**config.mk**
```make
export PLATFORM = sky130hd
export DESIGN_NAME = basemul
export DESIGN_NICKNAME = d
export VERILOG_FILES = /design/src/rtl/basemul.sv
export SDC_FILE = /design/constraint.sdc
export NUM_CORES = 1
export LEC_CHECK = 0
export ABC_AREA = 1
export BUFFER_PORTS_ARGS = -buffer_cell sky130_fd_sc_hd__buf_2
export CAP_MARGIN = 20
export CORE_AREA = 3 3 191 193
export CTS_BUF_LIST = sky130_fd_sc_hd__clkbuf_4 sky130_fd_sc_hd__clkbuf_8
export CTS_CLUSTER_DIAMETER = 80
export DETAILED_ROUTE_END_ITERATION = 8
export DIE_AREA = 0 0 194 196
export PLACE_DENSITY = 0.74
export SYNTH_ARGS = -nofsm -noshare
export SYNTH_HDL_FRONTEND = slang
export SYNTH_SLANG_ARGS = --single-unit
```
**constraint.sdc**
```tcl
create_clock -name mul_clk -period 4.3 [get_ports mul_clk]
set_input_delay 0.215 -clock mul_clk [delete_from_list [all_inputs] [get_ports mul_clk]]
set_output_delay 0.215 -clock mul_clk [all_outputs]
set_load 0.1 [all_outputs]
```
**src/rtl/basemul.sv**
```systemverilog
// Iterative radix-4 Booth multiplier: one Booth digit per cycle, 17 digits for a
// 33-bit signed multiplier, 64-bit product held until the next completion.
module basemul (
   input  logic        mul_clk,
   input  logic        resetn,
   input  logic [32:0] src1,
   input  logic [32:0] src2,
   input  logic        in_valid,
   output logic        in_ready,
   output logic        out_valid,
   output logic [63:0] result,
   output logic [1:0]  dbg_state
);

   // Handshake: operands are taken on a rising edge where in_valid && in_ready;
   // out_valid is high for exactly the DONE cycle, and result holds until the next DONE.
   typedef enum logic [1:0] {
      IDLE = 2'd0,
      BUSY = 2'd1,
      DONE = 2'd2
   } state_t;

   state_t      state_q, state_d;
   logic [34:0] mplr_q, mplr_d;
   logic [65:0] mcand_q, mcand_d;
   logic [65:0] acc_q, acc_d;
   logic [4:0]  cnt_q, cnt_d;
   logic [63:0] result_q, result_d;
   logic [65:0] pp;
   logic [65:0] sum;
   logic        accept;
   logic        last_digit;

   assign accept     = in_valid && in_ready;
   assign last_digit = (cnt_q == 5'd16);

   always_ff @(posedge mul_clk) begin
      if (!resetn) begin
         state_q <= IDLE;
      end else begin
         state_q <= state_d;
      end
   end

   always_comb begin
      state_d = state_q;
      case (state_q)
         IDLE:    if (in_valid) state_d = BUSY;
         BUSY:    if (last_digit) state_d = DONE;
         DONE:    state_d = in_valid ? BUSY : IDLE;
         default: state_d = IDLE;
      endcase
   end

   always_comb begin
      in_ready  = (state_q != BUSY);
      out_valid = (state_q == DONE);
      dbg_state = state_q;
   end

   // mplr_q[2:0] is the current digit window {2k+1, 2k, 2k-1}; mcand_q is src2 << 2k.
   always_comb begin
      case (mplr_q[2:0])
         3'b001, 3'b010: pp = mcand_q;
         3'b011:         pp = mcand_q << 1;
         3'b100:         pp = -(mcand_q << 1);
         3'b101, 3'b110: pp = -mcand_q;
         default:        pp = 66'd0;
      endcase
   end

   assign sum = acc_q + pp;

   always_comb begin
      mplr_d   = mplr_q;
      mcand_d  = mcand_q;
      acc_d    = acc_q;
      cnt_d    = cnt_q;
      result_d = result_q;
      if (accept) begin
         mplr_d  = {src1[32], src1, 1'b0};
         mcand_d = {{33{src2[32]}}, src2};
         acc_d   = 66'd0;
         cnt_d   = 5'd0;
      end else if (state_q == BUSY) begin
         acc_d   = sum;
         mplr_d  = {{2{mplr_q[34]}}, mplr_q[34:2]};
         mcand_d = mcand_q << 2;
         cnt_d   = cnt_q + 5'd1;
         if (last_digit) result_d = sum[63:0];
      end
   end

   always_ff @(posedge mul_clk) begin
      if (!resetn) begin
         mplr_q   <= 35'd0;
         mcand_q  <= 66'd0;
         acc_q    <= 66'd0;
         cnt_q    <= 5'd0;
         result_q <= 64'd0;
      end else begin
         mplr_q   <= mplr_d;
         mcand_q  <= mcand_d;
         acc_q    <= acc_d;
         cnt_q    <= cnt_d;
         result_q <= result_d;
      end
   end

   assign result = result_q;

endmodule

```
==> flow_metrics.tcl, run 1 <==
set metrics [dict create \
    p_int_w 0.00432 \
    p_sw_w 0.00235 \
    cts_sinks 234 \
    drc 0 \
    drt_wl_total_mm 72.9 \
    final_cell_mix "608 x nand2_1, 512 x inv_1, 321 x nor2_1, 258 x buf_4, 234 x dfxtp_1" \
    power_w 0.00667 \
    hold_ws_ns 0.160 \
    drive_gt1_share_pct 18.5 \
    maxSlewHeadroom_pct 32.1 \
    cpPeakStageDelay_ns 0.46 \
    cp-start-kind "flop" \
    maxSlewViolCount 0 \
    syn_area_um2 17500 \
    hold_viol 0 \
    tightestPinTransition_ns 1.01 \
    fp-row-count 68 \
    drtIter0Drc 2091 \
    initial_core_util_pct 50.3 \
    synth_seq_area_share_pct 26.8 \
    gp_congestion 1.01 \
    grt_max_degree 88 \
    power.density_nw_per_um2 298 \
    die_w_um 194 \
    rsz0062_at_grt "yes" \
    synth-edff-count 0 \
    grt_overflow 0 \
    htree_levels 2 \
    required_ns 4.82 \
    ys_ff_latch 234 \
    cpLargestDelayFamily "simple AND/OR/NAND/NOR gates" \
    io_buffers 136 \
    critical_path_arrival_ns 4.65 \
    dp_hpwl_mm 53.6 \
    die_h_um 196 \
    ant_nets 0 \
    first_pass_iters 6 \
    crit_buf_inv 7 \
    synth_nets 2976 \
    critPathMaxFanout 4 \
    insertion_delay_ns 0.64 \
    syn_area_per_cell_um2 6.14 \
    crit_top_cell "nand2_1" \
    cts_made_buffers 44 \
    cts.path.max_buffers 3 \
    p_seq_share_pct 35.2 \
    final_common_cell "nand2_1" \
    ir_drop_uv 303 \
    setup_viol 0 \
    power_frac_clock_pct 36.6 \
    synthToLayoutAreaGrowth_pct 28.3 \
    die-area_um2 38000 \
    switching_share_pct 35.2 \
    crit_type "flop to flop" \
    io_pins 137 \
    synthFlopType "dfxtp_1" \
    drv_cap 0 \
    path_clk_slew_ns 0.06 \
    cts-root-buf "clkbuf_8" \
    num-nets-final 3379 \
    p_leak_nw 11.3 \
    track_usage_pct 36.9 \
    clock_skew_ns 0.0311 \
    synth.distinct_cells 46 \
    fin_crit_sh_pct 96.2 \
    grt_pass1_wl_mm 111 \
    cp-end-kind "flop" \
    grt_pass1_vias 20114 \
    route.vias.total 21049 \
    combPwrFrac_pct 28.2 \
    synth-async-reset-ratio_pct 0 \
    hold_path.class "input port to flop" \
    cts_tree "yes" \
    antenna_cells 0 \
    crit_path_top_delay_cell "ha_1" \
    via_per_inst 5.64 \
    syn_inst 2840 \
    min_period_ns 4.13 \
    ys_warn_count 0 \
    routedWlPerCell_um 19.5 \
    setup-tns-final_ns 0 \
    status "complete, no violations" \
    antenna_found_initial 0 \
    coreArea_um2 34700 \
    timing.fmax_mhz 242 \
]
## cell usage after synthesis, types with 2 or more instances
| master | n | share of area [%] |
|---|---|---|
| nand2_1 | 615 | 13 |
| o21ai_0 | 178 | 5.1 |
| buf_1 | 14 | 0.30 |
| nand3b_1 | 12 | 0.52 |
| o211ai_1 | 22 | 0.95 |
| xor2_1 | 60 | 3.0 |
| nand4_1 | 22 | 0.79 |
| o21ai_1 | 4 | 0.11 |
| clkinv_1 | 2 | 0.043 |
| o22ai_1 | 53 | 1.9 |
| nand2_2 | 2 | 0.072 |
| nor2_1 | 346 | 7.4 |
| a21boi_0 | 2 | 0.086 |
| o221ai_1 | 58 | 2.9 |
| buf_2 | 6 | 0.17 |
| o2111ai_1 | 22 | 1.1 |
| nor2_2 | 6 | 0.22 |
| nand3_1 | 208 | 6.0 |
| a221oi_1 | 12 | 0.60 |
| inv_2 | 4 | 0.086 |
| nor3_1 | 31 | 0.89 |
| a21oi_1 | 118 | 3.4 |
| o21a_1 | 26 | 1.1 |
| ha_1 | 66 | 4.7 |
| o21bai_1 | 38 | 1.6 |
| nor3b_1 | 4 | 0.17 |
| nand2_4 | 4 | 0.26 |
| a21o_1 | 7 | 0.30 |
| clkbuf_1 | 85 | 1.8 |
| dfxtp_1 | 234 | 27 |
| inv_1 | 516 | 11 |
| or2_2 | 12 | 0.43 |
| a221o_1 | 5 | 0.29 |
| a31oi_1 | 10 | 0.36 |
| nor2_8 | 3 | 0.34 |
| xnor2_1 | 7 | 0.35 |
| nor4_1 | 11 | 0.39 |
| nor2_4 | 7 | 0.45 |
## flip-flops by register name, indices dropped and copies added (netlist names)
register,flops
cnt_q,5
mcand_q,64
mplr_q,35
acc_q,64
result,64
dbg_state,2
## layer usage
| layer | wire length (µm) | share of wire, % | global-route usage, % | up-vias |
|---|---|---|---|---|
| met1 | 31200 | 43 | 50.6 | 9713 |
| met2 | 31800 | 44 | 58.6 | 1129 |
| met4 | 2580 | 3.5 | 13.1 | 0 |
| met5 | 0 | 0 | 0 | - |
| li1 | - | - | - | 10044 |
| met3 | 7280 | 10 | 6.78 | 163 |
## worst reg2reg max path, cell delays in order (launching register included)
cell,delay [ns]
dfxtp_1,0.36
inv_2,0.05
ha_2,0.20
nand3_4,0.12
nor2_4,0.06
inv_2,0.08
nor2_4,0.03
buf_4,0.14
nand2_2,0.16
nor3_2,0.07
buf_4,0.15
or2_2,0.28
nand3_1,0.07
o2111ai_1,0.18
ha_1,0.46
nand2_1,0.10
nor2_1,0.11
inv_1,0.07
nor2_1,0.19
nand2_1,0.19
nor4_2,0.22
buf_4,0.16
nand2_1,0.16
nand3_1,0.17
nand3_1,0.11
nand2_1,0.10
inv_1,0.04
## metrics by stage
stage | instances | worst slack, ns | area, µm² | utilization [%]
4_1_cts | 3724 | 0.00481 | 21900 | 63.2
5_1_grt | 3729 | -0.0433 | 22400 | 64.5
3_5_place_dp | 3581 | -0.159 | 20300 | 58.5
3_3_place_gp | 3581 | -0.117 | 20300 | 58.5
6_report | 3729 | 0.165 | 22400 | 64.5
2_1_floorplan | 2840 | 0.941 | 17500 | -
## worst paths after layout
check | start | to | slack, ns | cells past startpoint
max reg2reg | mcand_q[0] | result[49] | 0.17 | 26
max | mcand_q[0] | result[49] | 0.17 | 26
min reg2reg | result[34] | result[34] | 0.47 | 2
min | resetn | dbg_state[0] | 0.16 | 3
## kinds of logic (layout without fill, tap and decap cells)
| group | after synthesis | in the layout | synth area share (%) |
|---|---|---|---|
| AOI/OAI and AO/OA | 557 | 557 | 19.9 |
| adders and majority gates | 67 | 67 | 4.85 |
| xor gates and xnor gates | 67 | 67 | 3.36 |
| DFF | 234 | 234 | 26.8 |
| and+or+nand+nor | 1288 | 1288 | 31.5 |
| buffers and inverters | 627 | 1061 | 13.5 |
## cell type report
type	count	area [µm²]
clock buffer	63	836
clock inverter	14	124
fill	3174	12300
inverter	522	1960
multi-input combinational	1979	10900
sequential	234	4680
tap	455	569
timing repair buffer	462	3330
## power by group through the flow
| stage | Sequential, W | Combinational, W | Clock [W] |
|---|---|---|---|
| after floorplan | 0.00237 | 0.00103 | 0 |
| after global placement | 0.00239 | 0.00168 | 0 |
| after detailed placement | 0.00239 | 0.00169 | 0 |
| after CTS | 0.00234 | 0.00175 | 0.00246 |
| after global routing | 0.00236 | 0.00203 | 0.00254 |
| final | 0.00235 | 0.00188 | 0.00244 |
## repair_timing
item | 4_1_cts | 5_1_grt
buffers inserted | 0 | 5
endpoints found under the setup margin | 11 | 81
endpoints found under the hold margin | 67 | 0
resized for setup | 5 | 121
pin swaps | 0 | 23
hold buffers | 66 | 0
Power figures use the tool's default switching activity.
==> run 2, diff against run 1 <==
--- a/config.mk
+++ b/config.mk
@@ -14,6 +14,8 @@
 export DETAILED_ROUTE_END_ITERATION = 8
 export DIE_AREA = 0 0 194 196
 export PLACE_DENSITY = 0.74
+export SETUP_SLACK_MARGIN = 0.5
+export SLEW_MARGIN = 20
 export SYNTH_ARGS = -nofsm -noshare
 export SYNTH_HDL_FRONTEND = slang
 export SYNTH_SLANG_ARGS = --single-unit
==> run 2 against run 1 <==
Sequential power is essentially flat. First-iteration DRC count down 2.0%. Via count up 3.8%. Utilization grew 7.3 points. Cell count is 2.0% higher. Non-clock buffer count increased by 75. Critical endpoint is now result[52].
==> flow_metrics.tcl, run 2 (synthesis gave the netlist of run 1 again) <==
set metrics [dict create \
    grt_max_degree 88 \
    grt_pass1_wl_mm 113 \
    initial_core_util_pct 50.3 \
    track_usage_pct 37.5 \
    io_buffers 136 \
    drc 0 \
    min_period_ns 3.94 \
    insertion_delay_ns 0.64 \
    drt_wl_total_mm 76.8 \
    first_pass_iters 6 \
    hold_viol 0 \
    status "complete, no violations" \
    fin_util_pct 71.8 \
    die_h_um 196 \
    cts_sinks 234 \
    hold_path.class "input port to flop" \
    setup_viol 0 \
    final_cell_area_um2 24900 \
    num-nets-final 3455 \
    drtIter0Drc 2049 \
    tightestPinTransition_ns 0.981 \
    clock_skew_ns 0.0303 \
    cts_made_buffers 44 \
    ant_nets 0 \
    path_clk_slew_ns 0.06 \
    timing.fmax_mhz 254 \
    htree_levels 2 \
    io_pins 137 \
    grt_overflow 0 \
    dp_hpwl_mm 53.6 \
    required_ns 4.81 \
    hold_ws_ns 0.189 \
    die_w_um 194 \
    cts_tree "yes" \
    ir_drop_uv 303 \
    coreArea_um2 34700 \
    cts-root-buf "clkbuf_8" \
    route.vias.total 21847 \
    antenna_found_initial 0 \
    antenna_cells 0 \
    final_common_cell "nand2_1" \
    grt_pass1_vias 20474 \
    drv_cap 0 \
    setup_slack_ns 0.364 \
    cp-start-kind "flop" \
    die-area_um2 38000 \
    routedWlPerCell_um 20.2 \
    dpl_cell_area_um2 20300 \
    maxSlewHeadroom_pct 33.9 \
    drive_gt1_share_pct 30.7 \
    p_leak_nw 12.2 \
    critical_path_arrival_ns 4.45 \
    cts.path.max_buffers 3 \
    rsz0062_at_grt "yes" \
    via_per_inst 5.74 \
    gp_congestion 1.01 \
    power.density_nw_per_um2 284 \
    fin_crit_sh_pct 91.5 \
    synthToLayoutAreaGrowth_pct 42.9 \
    crit_type "flop to flop" \
    final_cell_mix "557 x nand2_1, 470 x inv_1, 309 x buf_4, 252 x nor2_1, 220 x dfxtp_1" \
    dp_slack_ns -0.159 \
    critPathMaxFanout 5 \
    fp-row-count 68 \
    power_w 0.00707 \
    maxSlewViolCount 0 \
    cp-end-kind "flop" \
]
run 2: cell count changes in the layout (fill, tap and decap cells not counted), sizes merged:
cell	before	now
clkinvlp	0	1
nand3	209	210
clkbuf	63	65
buf	396	469
inv	521	520
run 2: per-stage QoR:
step                      TNS [ns]  cells
final                            0   3805
after CTS                        0   3754
after detailed placement    -0.423   3581
after global routing             0   3805
after floorplan                  0   2840
after global placement      -0.348   3581
run 2: metal layers:
| metal | wire length [µm] | track usage [%] | part of all wire [%] |
|---|---|---|---|
| met5 | 0 | 0 | 0 |
| met4 | 3400 | 13.6 | 4.4 |
| met3 | 7700 | 7.08 | 10 |
| met2 | 33900 | 59.8 | 44 |
| met1 | 31800 | 50.8 | 41 |
run 2: worst max-delay path, cell delays in order (launching register included):
cell	delay, ns
dfxtp_1	0.38
inv_1	0.20
nand3_1	0.18
nor4_2	0.31
buf_4	0.17
nand4_1	0.07
buf_4	0.15
or2_2	0.28
nand3_1	0.08
nand3b_1	0.24
ha_4	0.34
a21oi_4	0.18
o21ai_2	0.08
buf_4	0.14
o21bai_2	0.21
a21oi_2	0.12
o21a_1	0.25
nand2_1	0.11
nand2_2	0.10
nand3_2	0.08
nand2_1	0.11
inv_1	0.05
run 2: repair_timing:
item                                    CTS  global route
cloned                                    0             2
endpoints found under the setup margin   90            96
hold endpoints to repair                 67             0
setup buffers                            30            49
hold buffers                             66             0
gates resized for setup                 183           442
pin swaps                                66           146
run 2: path summary, 6_finish.rpt:
kind	from	to	slack [ns]	cells after the start
worst max register to register	mcand_q[39]	result[52]	0.36	21
worst min register to register	result[34]	result[34]	0.47	2
worst min-delay path	resetn	dbg_state[0]	0.19	3
worst max-delay path	mcand_q[39]	result[52]	0.36	21
run 2: where the power goes:
part	total [W]	switching, W	internal [W]	leakage, nW
Combinational	0.00225	0.00138	0.000875	9.78
Clock	0.00245	0.00108	0.00137	0.516
Sequential	0.00237	0.0000952	0.00227	1.91
run 2: layout make-up:
class / count / area, µm²
multi-input combinational: 1980 / 12700
clock inverter: 14 / 124
tap: 455 / 569
fill: 2808 / 9780
clock buffer: 63 / 836
timing repair buffer: 537 / 4010
sequential: 234 / 4700
inverter: 522 / 1970
